<file path="config.mk">
export PLATFORM = sky130hd
export DESIGN_NAME = leb128_byte_framer
export DESIGN_NICKNAME = d
export VERILOG_FILES = /design/src/rtl/leb128_byte_framer.sv
export SDC_FILE = /design/constraint.sdc
export NUM_CORES = 1
export LEC_CHECK = 0
export CAP_MARGIN = 5
export CORE_MARGIN = 4
export CORE_UTILIZATION = 45
export CTS_BUF_LIST = sky130_fd_sc_hd__clkbuf_4 sky130_fd_sc_hd__clkbuf_8 sky130_fd_sc_hd__clkbuf_16
export DETAILED_ROUTE_END_ITERATION = 16
export GPL_TIMING_DRIVEN = 1
export HOLD_SLACK_MARGIN = 0.1
export PLACE_DENSITY = 0.76
export SLEW_MARGIN = 30
export SYNTH_ARGS = -nofsm -noshare
export SYNTH_HDL_FRONTEND = slang
export SYNTH_SLANG_ARGS = --single-unit
</file>
<file path="constraint.sdc">
create_clock -name clk -period 1.58 [get_ports clk]
set_input_delay 0.158 -clock clk [delete_from_list [all_inputs] [get_ports clk]]
set_output_delay 0.158 -clock clk [all_outputs]
set_load 0.02 [all_outputs]
</file>
<file path="src/rtl/leb128_byte_framer.sv">
`default_nettype none
// ============================================================================
// Module   : leb128_byte_framer
// Purpose  : Collects a serial LEB128 byte stream into one packed frame per
//            encoded number, in the layout the LEB128 unpack stages consume.
//            Holds one finished frame until it is taken. Unused bytes are
//            zero. The block reports the byte count, and it flags and drains
//            encodings longer than MB bytes.
// Ports    : clk      - clock, rising edge
//            rst_n    - asynchronous active-low reset
//            s_data   - stream byte; bit7 = continuation, bits 6:0 = payload
//            s_valid  - s_data valid
//            s_ready  - byte accepted this cycle when high with s_valid
//            m_frame  - packed frame [0:M-1]; byte k occupies bits k*8..k*8+7
//            m_len    - number of bytes in the frame, 1..MB
//            m_err    - frame truncated at MB bytes (over-long encoding)
//            m_valid  - m_frame/m_len/m_err valid
//            m_ready  - downstream takes the frame
// Revision : 1.0 - initial release
// ============================================================================
module leb128_byte_framer #(
  parameter int N = 64,
  localparam int MB = N / 7 + 1,
  localparam int M = MB * 8,
  localparam int LEN_W = $clog2(MB + 1)
) (
  input  logic             clk,
  input  logic             rst_n,
  input  logic [7:0]       s_data,
  input  logic             s_valid,
  output logic             s_ready,
  output logic [0:M-1]     m_frame,
  output logic [LEN_W-1:0] m_len,
  output logic             m_err,
  output logic             m_valid,
  input  logic             m_ready
);

  localparam int c_idx_w = (MB > 1) ? $clog2(MB) : 1;
  localparam logic [c_idx_w-1:0] c_last_idx = c_idx_w'(MB - 1);
  localparam logic [c_idx_w-1:0] c_idx_one  = c_idx_w'(1);
  localparam logic [LEN_W-1:0]   c_len_one  = LEN_W'(1);
  localparam logic [LEN_W-1:0]   c_len_max  = LEN_W'(MB);

  typedef enum logic [1:0] {
    S_COLLECT = 2'd0,
    S_HOLD    = 2'd1,
    S_DRAIN   = 2'd2
  } state_t;

  state_t             r_state;
  state_t             w_state_next;
  logic [c_idx_w-1:0] r_idx;
  logic [c_idx_w-1:0] w_idx_next;
  logic [LEN_W-1:0]   r_len;
  logic [LEN_W-1:0]   w_len_next;
  logic               r_err;
  logic               w_err_next;
  logic [0:M-1]       r_frame;
  logic [0:M-1]       w_frame_next;
  logic               w_load;    // write s_data into byte slot r_idx
  logic               w_clr;     // wipe the frame after a handshake
  logic [0:7]         w_byte_fmt;
  logic [MB-1:0]      w_hit;

  // Frame byte order: continuation flag first, then payload LSB..MSB.
  assign w_byte_fmt[0] = s_data[7];
  for (genvar j = 0; j < 7; j++) begin : g_payload
    assign w_byte_fmt[j+1] = s_data[j];
  end

  for (genvar k = 0; k < MB; k++) begin : g_byte
    localparam logic [c_idx_w-1:0] c_k = c_idx_w'(k);
    assign w_hit[k] = w_load && (r_idx == c_k);
    assign w_frame_next[k*8 +: 8] = w_clr    ? 8'h00 :
                                    w_hit[k] ? w_byte_fmt :
                                               r_frame[k*8 +: 8];
  end

  always_ff @(posedge clk or negedge rst_n) begin
    if (!rst_n) begin
      r_state <= S_COLLECT;
    end else begin
      r_state <= w_state_next;
    end
  end

  always_comb begin
    w_state_next = r_state;
    w_idx_next   = r_idx;
    w_len_next   = r_len;
    w_err_next   = r_err;
    w_load       = 1'b0;
    w_clr        = 1'b0;
    s_ready      = 1'b0;
    m_valid      = 1'b0;

    case (r_state)
      S_COLLECT: begin
        s_ready = 1'b1;
        if (s_valid) begin
          w_load = 1'b1;
          if (!s_data[7]) begin
            w_len_next   = LEN_W'(r_idx) + c_len_one;
            w_err_next   = 1'b0;
            w_state_next = S_HOLD;
          end else if (r_idx == c_last_idx) begin
            // Slot MB-1 filled and the number still continues: truncate.
            w_len_next   = c_len_max;
            w_err_next   = 1'b1;
            w_state_next = S_HOLD;
          end else begin
            w_idx_next = r_idx + c_idx_one;
          end
        end
      end

      S_HOLD: begin
        m_valid = 1'b1;
        if (m_ready) begin
          w_clr        = 1'b1;
          w_idx_next   = '0;
          // m_err stays up through DRAIN so the tail is attributed to it.
          w_state_next = r_err ? S_DRAIN : S_COLLECT;
        end
      end

      S_DRAIN: begin
        s_ready = 1'b1;
        if (s_valid && !s_data[7]) begin
          w_err_next   = 1'b0;
          w_state_next = S_COLLECT;
        end
      end

      default: begin
        w_state_next = S_COLLECT;
        w_idx_next   = '0;
      end
    endcase
  end

  always_ff @(posedge clk or negedge rst_n) begin
    if (!rst_n) begin
      r_idx   <= '0;
      r_len   <= '0;
      r_err   <= 1'b0;
      r_frame <= '0;
    end else begin
      r_idx   <= w_idx_next;
      r_len   <= w_len_next;
      r_err   <= w_err_next;
      r_frame <= w_frame_next;
    end
  end

  assign m_frame = r_frame;
  assign m_len   = r_len;
  assign m_err   = r_err;

endmodule
`default_nettype wire

</file>
Yosys cells after proc, flatten, opt, wreduce, memory -nomap -nowiden
Cells that the tools add are included.
Widths: inputs -> output; s select.
Operators by class
  shifts and indexed selects: 0
  magnitude comparators: 0
  $mul: 0
  muxes and demuxes: 45
  reductions and logical operators: 30
  add/sub/neg operators: 1
  div/mod/pow operators: 0
  equal/unequal tests: 18
  bitwise logic cells: 1
Operator list (number)
  $mux 8: 20
  $mux 4: 6
  $reduce_bool 2->1: 11
  $eq 4x3->1 const B: 4
  $mux 2: 6
  $pmux 4 s3: 1
  $logic_and 1x1->1: 11
  $mux 1: 10
  $ne 2x2->1 const B: 5
  $eq 4x2->1 const B: 2
  $eq 4x4->1 const B: 2
  $reduce_and 4->1: 2
  $pmux 2 s3: 1
  $reduce_and 5->1: 1
  $add 4x1->4 const B: 1
  $eq 4x1->1 const B: 1
  $logic_not 4->1: 1
  $ne 3x3->1 const B: 1
  $reduce_and 3->1: 1
  $eq 2x1->1 const B: 1
  $eq 2x2->1 const B: 1
  $logic_not 2->1: 1
  $ne 2x1->1 const B: 1
  $pmux 1 s2: 1
  3 further kinds: 3
Storage, ports and cells
  bits in registers: 91
  latch bits: 0
  logic and storage cells: 109
  ROM bits: 0
  memories: 0
  memory bits (writable): 0
  bits of input ports: 12

Logic depth before layout (Yosys ltp)
  depth after elaboration: 5
  mapped depth: 7
  mapped depth without buffers: 5

Worst setup path before layout
No wires, ideal clock.
  path kind: reg2reg
  start: register r_idx[0]
  end: register r_frame, in the netlist m_frame[65]
  required time: 1.444 ns
  period minus slack after synthesis: 1.620 ns
  data arrival time: 1.484 ns
  slack: -0.040 ns
  stages on the path, launching flop included: 7
  path buffers: 1
  setup time: 0.136 ns
  path through: dfrtp_1 -> inv_1 -> ha_1 -> or3b_1 -> clkbuf_1 -> o21ai_0 -> a21oi_1
On the way
  cells in the longest elaborated chain, start to end: 3
RTL lines
  start: declaration: RTL line 53  | logic [c_idx_w-1:0] r_idx;
  start signal: assignment: RTL line 150  | r_idx <= w_idx_next;
  $eq 4x4->1: RTL line 74  | assign w_hit[k] = w_load && (r_idx == c_k);
  $logic_and 1x1->1: RTL line 74
  $reduce_bool 2->1 (no source line)
  end signal: assignment: RTL line 153  | r_frame <= w_frame_next;
  end: declaration: RTL line 59  | logic [0:M-1] r_frame;
Every way passes these cells.
A chain may end at the register's enable or synchronous reset.

Final worst setup path
  start: register r_idx[0]
  end: register r_frame, in the netlist m_frame[70]
The elaborated chain is that of the path after synthesis.

==> impl_metrics.json <==
{
  "fin_crit_sh_pct": 101,
  "grt_pass1_wl_mm": 19.9,
  "worstPathCellList": "inv_2, ha_2, or3b_4, o21ai_0, a21oi_1",
  "drc_errors": 0,
  "path_class": "reg2reg",
  "cts_tree": "done",
  "end_kind": "flip-flop",
  "skew_ps": 7.78,
  "period_needed_ps": 1590,
  "drtIter0Drc": 256,
  "syn_inst": 441,
  "pwr-share-comb_pct": 53.4,
  "cts_root_buf": "clkbuf_8",
  "critPathMaxFanout": 8,
  "grt_use_total_pct": 22.5,
  "numCtsBuffers": 9,
  "internal_power_mw": 6.29,
  "register_area_mm2": 0.00228,
  "slowest_stage": "or3b_4",
  "routed_via_density": 5.84,
  "num_rows": 34,
  "yosys.area.top_type": "dfrtp_1",
  "ctsLongestPathBuffers": 2,
  "p_leak_nw": 2.52,
  "synthArstFlopShare_pct": 100,
  "cp-start-kind": "flip-flop",
  "peakVddDrop_uv": 967,
  "swShare_pct": 41.3,
  "crit_buf_inv": 1,
  "crit_family": "simple AND/OR/NAND/NOR gates",
  "layout_commonest_cell": "clkdlybuf4s50_1",
  "yosysWarnings": 0,
  "htree_num_levels": 3,
  "critPathRequiredTime_ps": 1820,
  "grt_max_degree": 64,
  "dp_hpwl_mm": 8.05,
  "violations": "setup timing",
  "setup_violations": 3,
  "hold_path.class": "in2async",
  "dp_slack_ps": -210,
  "grt_pass1_vias": 3748,
  "syn_nets": 457,
  "die_area_mm2": 0.0108,
  "multiInputGateArea_mm2": 0.00180,
  "layout_common_cells": "90 x clkdlybuf4s50_1, 87 x dfrtp_1, 80 x nand3_1",
  "grt_antenna_before_repair": 0,
  "p_per_area_mw_per_mm2": 1820,
  "p_seq_share_pct": 33.9,
  "routed_wl_mm": 12.7,
  "crit_cells": 5,
  "slew_viol_final": 0,
  "synth_edf_count": 0,
  "coreArea_mm2": 0.00881,
  "worstRegToRegCells": 5,
  "cpPeakStageDelay_ps": 450,
  "place.port_buffers": 98,
  "worstMarginPinSlew_ps": 442,
  "clk_pin_slew_ps": 90,
  "die_h_um": 104,
  "netlist_area_mm2": 0.00413,
  "final_net_count": 571,
  "yosys.area.top_type_share_pct": 55.1,
  "setup_ws_ps": -13.0,
  "hold_violations": 0,
  "diodes": 0,
  "fillers": 685,
  "fin_setup_tns_ps": -15.9,
  "rsz0062_at_grt": "true",
  "die_w_um": 104,
  "gp_congestion": 0.893,
  "ys_seq_elements": 91,
  "synth_cell_types": 34,
  "whs_ps": 212,
  "boundaryPins": 99,
  "drv_cap": 0,
  "crit_arrival_ps": 1830,
  "synth-seq-area-share_pct": 55.1,
  "dr.pass1.iters": 5,
  "syn_to_final_growth_pct": 42.4,
  "final_antenna_net_count": 0,
  "synthTopCellsByArea": "dfrtp_1 55%, nand3_1 9.7%, o21ai_0 9.7%, a21oi_1 7.8%, clkbuf_1 2.8%",
  "relSlewSlack_pct": 70.2,
  "num_vias": 3884,
  "fmax_mhz": 628,
  "pwr-share-clk_pct": 12.7,
  "wl_per_cell_um": 19.1,
  "synth-main-ff-cell": "dfrtp_1",
  "status": "finished, violations left",
  "p_sw_mw": 4.42,
  "grt_overflow": 0,
  "drive_above_1_share_pct": 20.1,
  "initial_core_util_pct": 46.9,
  "insertion_delay_ps": 360,
  "synth_area_per_cell_um2": 9.37,
  "clock_sinks": 91
}
## cell families (layout without fill, tap and decap cells)
group,count (synthesis),count (layout),synth area share (%)
compound gates,155,155,19.7
xor+xnor,2,2,0.424
simple gates,131,133,17.4
fa+ha+maj,4,4,1.21
mux,3,3,0.727
flops,91,91,55.1
buf+inv,55,169,5.45
## per-stage QoR
| step | cell area [µm²] | util [%] | total power, mW | cells |
|---|---|---|---|---|
| floorplan | 4140 | - | 6.17 | 441 |
| global placement | 5490 | 62.4 | 8.60 | 645 |
| detailed placement | 5490 | 62.4 | 8.74 | 645 |
| CTS | 5680 | 64.5 | 10.2 | 660 |
| global route | 5880 | 66.8 | 11.3 | 665 |
| finish | 5880 | 66.8 | 10.7 | 665 |
## cell usage after synthesis (all sizes together) (2+ instances only)
cell type and n:
buf 16, nor3b 5, and2 3, nand2 22, a2bb2oi 2, nand3 80
or3b 7, o2bb2ai 2, a21oi 65, nor2b 3, dfrtp 91, inv 8
nand3b 4, mux2i 3, and3b 2, xor2 2, ha 4, clkbuf 31
o21ai 80
## state kept, by name (all words and copies together) (netlist names)
| register | count |
|---|---|
| m_len | 4 |
| r_idx | 4 |
| r_state | 2 |
| m_frame | 80 |
| m_err | 1 |
## path summary, 6_finish.rpt
path,slack [ps],from,to
max,-10,r_idx[0],m_frame[70]
min,210,rst_n,m_len[2]
max reg2reg,-10,r_idx[0],m_frame[70]
min reg2reg,530,m_len[0],m_len[0]
max in group asynchronous,790,rst_n,m_frame[76]
min in group clk,490,m_ready,r_state[0]
## area by class of cell
class                           instances  share of cell area (%)
Clock buffer                           10                    2.34
Clock inverter                          3                   0.298
Inverter                                8                   0.510
Multi-Input combinational cell        297                    30.6
Sequential cell                        91                    38.8
Tap cell                              108                    2.30
Timing Repair Buffer                  148                    25.2
## routing by layer
metal / global-route usage [%] / part of all wire, % / up-vias
met5: 0 / 0 / -
met4: 7.50 / 1.6 / 0
met3: 4.54 / 6.6 / 16
met2: 36.2 / 49 / 159
met1: 30.6 / 43 / 1910
li1: - / - / 1799
## power groups by stage
stage               Clock, mW  Sequential (mW)  Combinational, mW
floorplan                   0             4.38               1.79
global placement            0             3.57               5.03
detailed placement          0             3.60               5.14
CTS                      1.39             3.56               5.21
global route             1.50             3.71               6.06
finish                   1.36             3.63               5.71
## worst reg2reg max path, delay by kind of cell, from the launching register on
| kind | cells | cell delay [ps] |
|---|---|---|
| simple gates | 1 | 450 |
| flops | 1 | 440 |
| compound gates | 2 | 290 |
| fa+ha+maj | 1 | 210 |
| buf+inv | 1 | 90 |
## what timing repair did
action                                  CTS  global route
endpoints found under the hold margin    91             0
gates cloned                              0             3
pin swaps                                 0             4
buffers inserted                          1             2
hold buffers                              1             0
endpoints found under the setup margin   43            90
gates resized for setup                  19            95
Note: power is estimated with default switching activity, not from simulation.
